===== config.mk =====
export PLATFORM = sky130hd
export DESIGN_NAME = i2c_target_regs_flat
export DESIGN_NICKNAME = d
export VERILOG_FILES = /design/src/rtl/i2c_pkg.sv /design/src/rtl/i2c_target_regs_if.sv /design/src/rtl/i2c_bus_sync.sv /design/src/rtl/i2c_target_regs.sv /design/src/flat_wrapper.sv
export SDC_FILE = /design/constraint.sdc
export NUM_CORES = 1
export LEC_CHECK = 0
export BUFFER_PORTS_ARGS = -buffer_cell sky130_fd_sc_hd__buf_2
export CORE_UTILIZATION = 67
export CTS_CLUSTER_SIZE = 20
export DETAILED_ROUTE_END_ITERATION = 12
export GPL_TIMING_DRIVEN = 0
export PLACE_DENSITY = 0.85
export SKIP_CTS_REPAIR_TIMING = 1
export SLEW_MARGIN = 15
export SYNTH_ARGS = -nofsm -noshare
export SYNTH_HDL_FRONTEND = slang
export SYNTH_HIERARCHICAL = 1
export SYNTH_SLANG_ARGS = --single-unit

===== constraint.sdc =====
create_clock -name clk -period 7.5 [get_ports clk]
set_input_delay 0.375 -clock clk [delete_from_list [all_inputs] [get_ports clk]]
set_output_delay 0.375 -clock clk [all_outputs]
set_load 0.1 [all_outputs]

===== src/rtl/i2c_pkg.sv =====
// Shared definitions for the I2C blocks: FSM state encoding, bus constants and
// the pointer-width helper.
package i2c_pkg;

    localparam logic [2:0] S_IDLE   = 3'd0;
    localparam logic [2:0] S_ADDR   = 3'd1;
    localparam logic [2:0] S_PTR    = 3'd2;
    localparam logic [2:0] S_WR     = 3'd3;
    localparam logic [2:0] S_RD     = 3'd4;
    localparam logic [2:0] S_IGNORE = 3'd5;

    typedef enum logic [2:0] {
        ST_IDLE   = S_IDLE,
        ST_ADDR   = S_ADDR,
        ST_PTR    = S_PTR,
        ST_WR     = S_WR,
        ST_RD     = S_RD,
        ST_IGNORE = S_IGNORE
    } i2c_state_t;

    localparam int   RW_BIT   = 0;
    localparam logic ACK_LVL  = 1'b0;
    localparam logic NACK_LVL = 1'b1;

    function automatic int ptr_width(input int n);
        return (n <= 2) ? 1 : $clog2(n);
    endfunction

endpackage


===== src/rtl/i2c_target_regs_if.sv =====
// Pad-side I2C signals of the target: sampled SCL/SDA levels and the SDA pull-down enable.
interface i2c_target_regs_if;
    logic scl_in;
    logic sda_in;
    logic sda_oe;

    modport master (output scl_in, output sda_in, input sda_oe);
    modport slave  (input scl_in, input sda_in, output sda_oe);
endinterface


===== src/rtl/i2c_bus_sync.sv =====
// Synchronises SCL/SDA into the clk domain and flags SCL edges and START/STOP
// conditions as single-cycle pulses.
module i2c_bus_sync #(
    parameter int SYNC_STAGES = 2
) (
    input  logic clk,
    input  logic reset,
    input  logic scl_in,
    input  logic sda_in,
    output logic scl,
    output logic sda,
    output logic scl_rise,
    output logic scl_fall,
    output logic start_det,
    output logic stop_det
);

    logic [SYNC_STAGES-1:0] scl_sync;
    logic [SYNC_STAGES-1:0] sda_sync;
    logic                   scl_d;
    logic                   sda_d;

    // Flops reset to the idle-bus level so leaving reset never looks like an edge on a quiet bus
    always_ff @(posedge clk or negedge reset) begin
        if (!reset) begin
            scl_sync <= '1;
            sda_sync <= '1;
            scl_d    <= 1'b1;
            sda_d    <= 1'b1;
        end else begin
            scl_sync <= {scl_sync[SYNC_STAGES-2:0], scl_in};
            sda_sync <= {sda_sync[SYNC_STAGES-2:0], sda_in};
            scl_d    <= scl_sync[SYNC_STAGES-1];
            sda_d    <= sda_sync[SYNC_STAGES-1];
        end
    end

    assign scl       = scl_sync[SYNC_STAGES-1];
    assign sda       = sda_sync[SYNC_STAGES-1];
    assign scl_rise  =  scl & ~scl_d;
    assign scl_fall  = ~scl &  scl_d;
    assign start_det =  scl & scl_d & sda_d & ~sda;
    assign stop_det  =  scl & scl_d & ~sda_d & sda;

endmodule


===== src/rtl/i2c_target_regs.sv =====
// I2C target with a byte-wide register bank: addressed writes through a register
// pointer with auto-increment, reads with prefetch, host-side read port.
module i2c_target_regs
    import i2c_pkg::*;
#(
    parameter int               ADDR_W      = 7,
    parameter logic [ADDR_W-1:0] TARGET_ADDR = 7'h4C,
    parameter int               NUM_REGS    = 16,
    parameter int               SYNC_STAGES = 2,
    parameter logic [7:0]       RESET_VAL   = 8'h00,
    localparam int              PTR_W       = ptr_width(NUM_REGS)
) (
    input  logic              clk,
    input  logic              reset,
    i2c_target_regs_if.slave  bus,
    input  logic [PTR_W-1:0]  host_addr,
    output logic [7:0]        host_rdata,
    output logic              wr_strobe,
    output logic [PTR_W-1:0]  wr_index,
    output logic              busy,
    output logic              stop_pulse
);

    logic scl, sda, scl_rise, scl_fall, start_det, stop_det;

    i2c_bus_sync #(.SYNC_STAGES(SYNC_STAGES)) u_sync (
        .clk       (clk),
        .reset     (reset),
        .scl_in    (bus.scl_in),
        .sda_in    (bus.sda_in),
        .scl       (scl),
        .sda       (sda),
        .scl_rise  (scl_rise),
        .scl_fall  (scl_fall),
        .start_det (start_det),
        .stop_det  (stop_det)
    );

    i2c_state_t       state;
    logic [3:0]       bit_cnt;
    logic             in_ack;
    logic             ack_bit;
    logic [7:0]       shreg;
    logic [PTR_W-1:0] ptr;
    logic [PTR_W-1:0] ptr_next;
    logic             ptr_ok;
    logic             sda_oe_r;
    logic [7:0]       regs [NUM_REGS];

    assign ptr_next   = ptr + 1'b1;
    assign ptr_ok     = ({1'b0, shreg} < 9'(NUM_REGS));
    assign host_rdata = regs[host_addr];
    assign bus.sda_oe = sda_oe_r;

    // Bus events are ignored while we pull SDA low; otherwise START/STOP override bit handling
    always_ff @(posedge clk or negedge reset) begin
        if (!reset) begin
            state      <= ST_IDLE;
            bit_cnt    <= 4'd0;
            in_ack     <= 1'b0;
            ack_bit    <= NACK_LVL;
            shreg      <= 8'h00;
            ptr        <= '0;
            sda_oe_r   <= 1'b0;
            wr_strobe  <= 1'b0;
            wr_index   <= '0;
            busy       <= 1'b0;
            stop_pulse <= 1'b0;
            for (int i = 0; i < NUM_REGS; i++) regs[i] <= RESET_VAL;
        end else begin
            wr_strobe  <= 1'b0;
            stop_pulse <= 1'b0;
            if (stop_det && !sda_oe_r) begin
                state      <= ST_IDLE;
                busy       <= 1'b0;
                stop_pulse <= 1'b1;
                in_ack     <= 1'b0;
                bit_cnt    <= 4'd0;
            end else if (start_det && !sda_oe_r) begin
                state   <= ST_ADDR;
                in_ack  <= 1'b0;
                bit_cnt <= 4'd0;
            end else begin
                case (state)
                    ST_ADDR, ST_PTR, ST_WR: begin
                        if (scl_rise && !in_ack) begin
                            shreg   <= {shreg[6:0], sda};
                            bit_cnt <= bit_cnt + 4'd1;
                        end else if (scl_fall && !in_ack && bit_cnt == 4'd8) begin
                            if (state == ST_ADDR && shreg[7:1] != TARGET_ADDR) begin
                                state <= ST_IGNORE;
                            end else if (state == ST_PTR && !ptr_ok) begin
                                state <= ST_IGNORE;
                            end else begin
                                sda_oe_r <= 1'b1;
                                in_ack   <= 1'b1;
                                if (state == ST_ADDR) busy <= 1'b1;
                            end
                        end else if (scl_fall && in_ack) begin
                            in_ack   <= 1'b0;
                            bit_cnt  <= 4'd0;
                            sda_oe_r <= 1'b0;
                            if (state == ST_ADDR) begin
                                if (shreg[RW_BIT]) begin
                                    // Prefetch the first read byte and put its MSB on the bus right away
                                    state    <= ST_RD;
                                    shreg    <= regs[ptr];
                                    sda_oe_r <= ~regs[ptr][7];
                                end else begin
                                    state <= ST_PTR;
                                end
                            end else if (state == ST_PTR) begin
                                ptr   <= shreg[PTR_W-1:0];
                                state <= ST_WR;
                            end else begin
                                regs[ptr] <= shreg;
                                wr_strobe <= 1'b1;
                                wr_index  <= ptr;
                                ptr       <= ptr_next;
                            end
                        end
                    end
                    ST_RD: begin
                        if (scl_fall && !in_ack) begin
                            if (bit_cnt == 4'd7) begin
                                sda_oe_r <= 1'b0;
                                in_ack   <= 1'b1;
                            end else begin
                                shreg    <= {shreg[6:0], 1'b0};
                                sda_oe_r <= ~shreg[6];
                                bit_cnt  <= bit_cnt + 4'd1;
                            end
                        end else if (scl_rise && in_ack) begin
                            ack_bit <= sda;
                        end else if (scl_fall && in_ack) begin
                            in_ack  <= 1'b0;
                            bit_cnt <= 4'd0;
                            if (ack_bit == ACK_LVL) begin
                                ptr      <= ptr_next;
                                shreg    <= regs[ptr_next];
                                sda_oe_r <= ~regs[ptr_next][7];
                            end else begin
                                state    <= ST_IGNORE;
                                sda_oe_r <= 1'b0;
                            end
                        end
                    end
                    default: begin
                        sda_oe_r <= 1'b0;
                    end
                endcase
            end
        end
    end

endmodule


===== src/flat_wrapper.sv =====
// flat-port wrapper written by rule: the top's interface ports become plain ports
module i2c_target_regs_flat import i2c_pkg::*;
#(
    parameter int               ADDR_W      = 7,
    parameter logic [ADDR_W-1:0] TARGET_ADDR = 7'h4C,
    parameter int               NUM_REGS    = 16,
    parameter int               SYNC_STAGES = 2,
    parameter logic [7:0]       RESET_VAL   = 8'h00,
    localparam int              PTR_W       = ptr_width(NUM_REGS)
)
  (clk, reset, host_addr, host_rdata, wr_strobe, wr_index, busy, stop_pulse, bus_scl_in, bus_sda_in, bus_sda_oe);
  i2c_target_regs_if bus_i ();
  input  logic clk;
  input  logic reset;
  input  logic [PTR_W-1:0] host_addr;
  output logic [7:0] host_rdata;
  output logic wr_strobe;
  output logic [PTR_W-1:0] wr_index;
  output logic busy;
  output logic stop_pulse;
  input wire logic [$bits(bus_i.scl_in)-1:0] bus_scl_in;
  input wire logic [$bits(bus_i.sda_in)-1:0] bus_sda_in;
  output wire logic [$bits(bus_i.sda_oe)-1:0] bus_sda_oe;
  assign bus_i.scl_in = bus_scl_in;
  assign bus_i.sda_in = bus_sda_in;
  assign bus_sda_oe = bus_i.sda_oe;
  i2c_target_regs #(.ADDR_W(ADDR_W), .TARGET_ADDR(TARGET_ADDR), .NUM_REGS(NUM_REGS), .SYNC_STAGES(SYNC_STAGES), .RESET_VAL(RESET_VAL)) u_core (.clk(clk), .reset(reset), .bus(bus_i), .host_addr(host_addr), .host_rdata(host_rdata), .wr_strobe(wr_strobe), .wr_index(wr_index), .busy(busy), .stop_pulse(stop_pulse));
endmodule

==> results of run 1 <==
## critical path: cells and delay by family, from the launching register on
family | cells | cell delay (ns)
AOI/OAI and AO/OA | 2 | 0.32
adders and majority gates | 1 | 0.28
buffers and inverters | 8 | 2.58
DFF | 1 | 0.41
muxes | 1 | 0.62
and+or+nand+nor | 2 | 0.50
## power by group
| group | total (mW) | internal, mW | switching, mW |
|---|---|---|---|
| clock network | 0.927 | 0.567 | 0.360 |
| registers | 1.01 | 0.947 | 0.0667 |
| logic | 1.29 | 0.433 | 0.854 |
## flip-flops by register name, indices dropped and copies added, names as in the netlist, 2 cells and up
signal	flops
u_core/bit_cnt	4
u_core/ptr	4
u_core/regs	128
u_core/shreg	8
u_core/state	3
u_core/u_sync/scl_sync	2
u_core/u_sync/sda_sync	2
u_core/wr_index	4
## cell families (layout without fill, tap and decap cells)
kind of cell               count (synthesis)  after routing  synth area share, %
AOI/OAI and AO/OA                         90             90                 6.00
xor gates and xnor gates                   3              3                0.265
adders and majority gates                  6              6                0.758
buffers and inverters                     76            127                 3.23
DFF                                      163            163                 41.3
muxes                                    248            248                 40.0
and+or+nand+nor                          157            157                 8.49
## cells in the final DEF, fill, tap and decap left out, drive strengths merged, types with 6 or more instances in the layout
cell type	netlist	routed
nor2	33	33
mux2i	9	9
mux4	105	105
nor4	7	7
buf	29	49
dfstp	7	7
nor2b	11	11
nand3	9	9
clkbuf	30	50
o21ai	25	25
dfrtp	156	156
a21oi	21	21
nand2	62	62
nand2b	6	6
nor3	10	10
a31oi	7	7
mux2	134	134
inv	17	19
ha	6	6
## per-layer routing
layer  GRT usage, %  up-vias  part of all wire, %
li1               -     2944                    -
met1           53.9     3795                   35
met2           61.8      712                   46
met3           14.2      149                   14
met4           24.0        0                  6.2
met5              0        -                    0
## cell type report
cell class,instances,area [um2],area share [%]
inverter,17,63.8,0.586
timing repair buffer,20,133,1.22
multi-input combinational,504,5500,50.5
clock inverter,11,176,1.62
clock buffer,20,447,4.10
buffer,59,256,2.35
sequential,163,4090,37.5
tap,184,230,2.11
## metrics by stage
stage / std cells / setup WS, ns
floorplan: 743 / 3.93
global placement: 946 / 2.98
detailed placement: 947 / 2.94
CTS: 978 / 2.87
global route: 978 / 2.59
finish: 978 / 2.59
## worst min path at each step
stage	startpoint	end	slack, ns	depth (start not counted)
after floorplan	reset	u_core/bit_cnt[0]$_DFFE_PN0P_	0.08	0
after global placement	u_core/u_sync/scl_sync[0]$_DFF_PN1_	u_core/u_sync/scl_sync[1]$_DFF_PN1_	0.35	0
after detailed placement	u_core/u_sync/sda_sync[0]$_DFF_PN1_	u_core/u_sync/sda_sync[1]$_DFF_PN1_	0.35	0
after CTS	reset	u_core/stop_pulse$_DFF_PN0_	0.01	1
after global routing	bus_scl_in	u_core/u_sync/scl_sync[0]$_DFF_PN1_	0.02	1
final	reset	u_core/stop_pulse$_DFF_PN0_	-0.01	1
==> impl_metrics.toml, run 1 <==
[synth]
syn_nets = 757
netlist_instances = 743
ys_seq_elements = 163
synth.top_cells.by_count = "156 x dfrtp_1, 134 x mux2_2, 105 x mux4_2, 62 x nand2_1, 30 x clkbuf_1"
synth_warnings = 6
async_reset_ff_share_pct = 100
synth_edf_count = 0
synthFlopType = "dfrtp_1"
yosysTopAreaCell = "dfrtp_1"
ys_seq_area_share_pct = 41.3
netlist.area_leader.share_pct = 39.4
syn_area_um2 = 9910
avgSynthCellArea_um2 = 13.3
synth_most_common_cell = "dfrtp_1"
ys_top_cells_by_area = "dfrtp_1 39%, mux4_2 24%, mux2_2 15%, nand2_1 2.3%, dfstp_2 1.9%"
synth_cell_type_count = 55

[floorplanning]
core_area_um2 = 14500
die_w_um = 124
io_pins = 24
fp-row-count = 44
start_util_pct = 68.4
die_area_um2 = 15300
die_y_um = 124

[drt]
drc = 0
drt-initial-drc-count = 1252
first_pass_iters = 5
num_vias = 7600
routed_wl_um = 29100
ant_nets = 0
viasPerCell = 7.77
wire_per_inst_um = 29.7

[worst_setup_path]
cp.arrival_ns = 5.16
r2r_slack_ns = 2.59
cp_cell_sequence = "buf_2, buf_4, buf_2, buf_4, buf_2, inv_1, ha_1, clkbuf_1, buf_2, mux4_2, nand2_1, a21oi_1, nor4_1, o21ai_0"
critPathKind = "reg -> reg"
crit_path_start = "u_core/ptr[0]$_DFFE_PN0P_"
required_ns = 7.74
reg2reg_from = "u_core/ptr[0]$_DFFE_PN0P_"
slowest_stage = "mux4_2"
startpoint_type = "register"
reg2reg_to = "u_core/shreg[2]$_DFFE_PN0P_"
end_kind = "register"
r2r_cells = 14
path_common_cell = "buf_2"
worstPathMaxFanout = 10
endpoint = "u_core/shreg[2]$_DFFE_PN0P_"
cp_slowest_stage_delay_ns = 0.62

[place]
dpl.hpwl_um = 19700
place_congestion = 0.955
port_buffers = 19
dpl_cell_area_um2 = 10300

[clock_network]
h-tree-depth = 4
cts_buffer_depth = 2
cts_buffers = 17
cts_tree = "built"
clkTransAtPathRegs_ns = 0.06
clock-root-buffer = "clkbuf_16"
clock_sinks = 163
clk_latency_ns = 0.43

[grt]
grt_pass1_vias = 7547
gr-total-overflow = 0
grt_pass1_wl_um = 44900
track_usage_pct = 41.7
grt_max_degree = 102
antenna_found_initial = 0

[layout]
syn_to_final_growth_pct = 9.95
antenna_cells = 0
nets = 796
fin_area_um2 = 10900
final_layout_size_suffix_gt1_share_pct = 42.7
fillCellCount = 880
fin_util_pct = 75.2

[sta]
clock_skew_ns = 0.00842
finalSetupViolations = 0
hold_slack_ns = -0.0137
tns_ns = 0
rsz0062_at_grt = "no"
slew_headroom_pct = 20.5
hold_viol = 9
finalCritPeriodShare_pct = 65.5
slew_violations = 0
tightest_slew_ns = 1.18
max_clock_freq_mhz = 203
period_needed_ns = 4.91

[power]
power_density_nw_per_um2 = 296
p_total_mw = 3.23
leakage_nw = 4.62
ir_worst_vdd_mv = 0.206

[flow_run]
drv_cap = 0

[run_status]
violations = "hold timing"
status = "finished with violations"

[worst_hold_path]
min_path_type = "in -> async"
Power figures use the tool's default switching activity.
==> inputs of run 2 (changes only) <==
Settings changed: CORE_UTILIZATION 67 to 57, PLACE_DENSITY 0.85 to 0.77.
Clock period 7.5 ns to 4.1 ns, I/O delays scaled along.
==> run 2 against run 1 <==
  * The flow now finishes without violations
  * Utilization fell by 10 points
  * Largest cell class unchanged
  * Register-to-register slack got worse by 2.4 ns
  * Via count fell by 2.3%
  * Setup slack got worse by 2.4 ns
  * Final cell count rose by 3.8%
  * Total power rose by 78%
  * Cell area rose by 0.28%
  * Global-route usage fell by 8.0 points
==> impl_metrics.toml, run 2 (synthesis results as in run 1) <==
[grt]
globalRouteMet2Util_pct = 51.1
antenna_found_initial = 0
grt_pass1_wl_um = 44300
gr-total-overflow = 0
busiest_layer = "met2"
met3_usage_pct = 8.99
grt_max_degree = 97
grt_pass1_vias = 7441
track_usage_pct = 33.7
grt_util_met1_pct = 45.6

[power]
seq_power_share_pct = 32.1
ir_worst_vdd_mv = 0.378
power_switching_mw = 2.33
p_total_mw = 5.75
p_comb_share_pct = 40.6
p_int_mw = 3.43
leakage_nw = 4.62
power_density_nw_per_um2 = 527
clockPowerShare_pct = 27.3
swShare_pct = 40.5

[sta]
tightest_slew_ns = 1.13
slew_headroom_pct = 22.7
rsz0062_at_grt = "no"
period_needed_ns = 3.90
finalSetupViolations = 0
slew_violations = 0
max_clock_freq_mhz = 256
finalCritPeriodShare_pct = 95.1
hold_viol = 0
clock_skew_ns = 0.00833
setup_slack_ns = 0.201
tns_ns = 0

[worst_setup_path]
crit_path_start = "u_core/ptr[0]$_DFFE_PN0P_"
cp_top_family = "buffers and inverters"
reg2reg_from = "u_core/ptr[0]$_DFFE_PN0P_"
critPathKind = "reg -> reg"
slowest_stage = "mux4_2"
r2r_slack_ns = 0.20
reg2reg_to = "u_core/shreg[7]$_DFFE_PN0P_"
r2r_cells = 12
cp_slowest_stage_delay_ns = 0.55
end_kind = "register"
required_ns = 4.39
startpoint_type = "register"
cp.arrival_ns = 4.19
worstPathMaxFanout = 19
cp_num_buf_inv = 6
cp_cell_sequence = "buf_2, buf_6, buf_4, buf_2, inv_1, ha_2, buf_4, mux4_2, a32oi_1, nor2_1, a2111oi_0, o21ai_0"

[layout]
fin_area_um2 = 10900
largest_register_ffs = 128
fin_util_pct = 65.2
layout_commonest_cell = "dfrtp_1"
final_layout_size_suffix_gt1_share_pct = 42.9
largest_register = "u_core/regs"
mostFrequentLayoutCells = "156 x dfrtp_1, 134 x mux2_2, 105 x mux4_2"
antenna_cells = 0
top_regs = "u_core/regs: 128 flops, u_core/shreg: 8 flops"
syn_to_final_growth_pct = 10.3
nets = 796
fillCellCount = 1195

[place]
port_buffers = 19
dpl_worst_slack_ns = -0.430
dpl.hpwl_um = 19700
place_congestion = 0.917
dpl_cell_area_um2 = 10300

[clock_network]
clkTransAtPathRegs_ns = 0.07
cts_tree = "built"
cts_buffers = 17
h-tree-depth = 4
cts_buffer_depth = 2
clock_sinks = 163
clk_latency_ns = 0.44
clock-root-buffer = "clkbuf_16"

[drt]
viasPerCell = 7.32
drc = 0
drt-initial-drc-count = 995
ant_nets = 0
routed_wl_um = 28200
wire_per_inst_um = 27.7
first_pass_iters = 5
num_vias = 7425

[floorplanning]
die_y_um = 134
core_area_um2 = 16800
die_area_um2 = 17900
die_w_um = 134
io_pins = 24
fp-row-count = 47
start_util_pct = 59.1

[flow_run]
drv_cap = 0

[worst_hold_path]
min_path_type = "in -> async"

[run_status]
status = "finished, final reports clean"
-- run 2: power by group through the flow --
| stage | clock network (mW) | registers [mW] | logic, mW |
|---|---|---|---|
| floorplan | 0 | 1.95 | 1.55 |
| global placement | 0 | 1.86 | 2.23 |
| detailed placement | 0 | 1.87 | 2.26 |
| CTS | 1.59 | 1.84 | 2.27 |
| global route | 1.65 | 1.86 | 2.47 |
| finish | 1.57 | 1.85 | 2.34 |
-- run 2: per-stage QoR --
step / std cells / hold slack, ns
after floorplan: 743 / -0.0906
after global placement: 982 / 0.313
after detailed placement: 983 / 0.192
after CTS: 1015 / -0.264
after global routing: 1015 / 0.360
final: 1015 / 0.319
-- run 2: worst max-delay path by stage --
| stage | slack, ns | endpoint | cells past startpoint |
|---|---|---|---|
| after global placement | -0.51 | u_core/shreg[7]$_DFFE_PN0P_ | 14 |
| after CTS | -0.49 | u_core/shreg[7]$_DFFE_PN0P_ | 14 |
| after global routing | 0.001 | u_core/shreg[7]$_DFFE_PN0P_ | 12 |
| after floorplan | 0.53 | u_core/shreg[7]$_DFFE_PN0P_ | 14 |
| after detailed placement | -0.43 | u_core/shreg[7]$_DFFE_PN0P_ | 14 |
| final | 0.20 | u_core/shreg[7]$_DFFE_PN0P_ | 12 |
-- run 2: final cells by class --
class	instances	area (um2)	area share, %
multi-input cells	504	5500	50.4
flip-flops and latches	163	4090	37.4
clock buffers	20	457	4.18
well taps	220	275	2.52
plain buffers	56	255	2.34
repair buffers	23	163	1.49
clock inverters	12	120	1.10
inverters	17	63.8	0.584
-- run 2: routing by layer --
metal | vias up | wire length [um]
met5 | - | 0
met4 | 0 | 1190
met3 | 118 | 3350
met2 | 609 | 13300
met1 | 3743 | 10300
li1 | 2955 | -
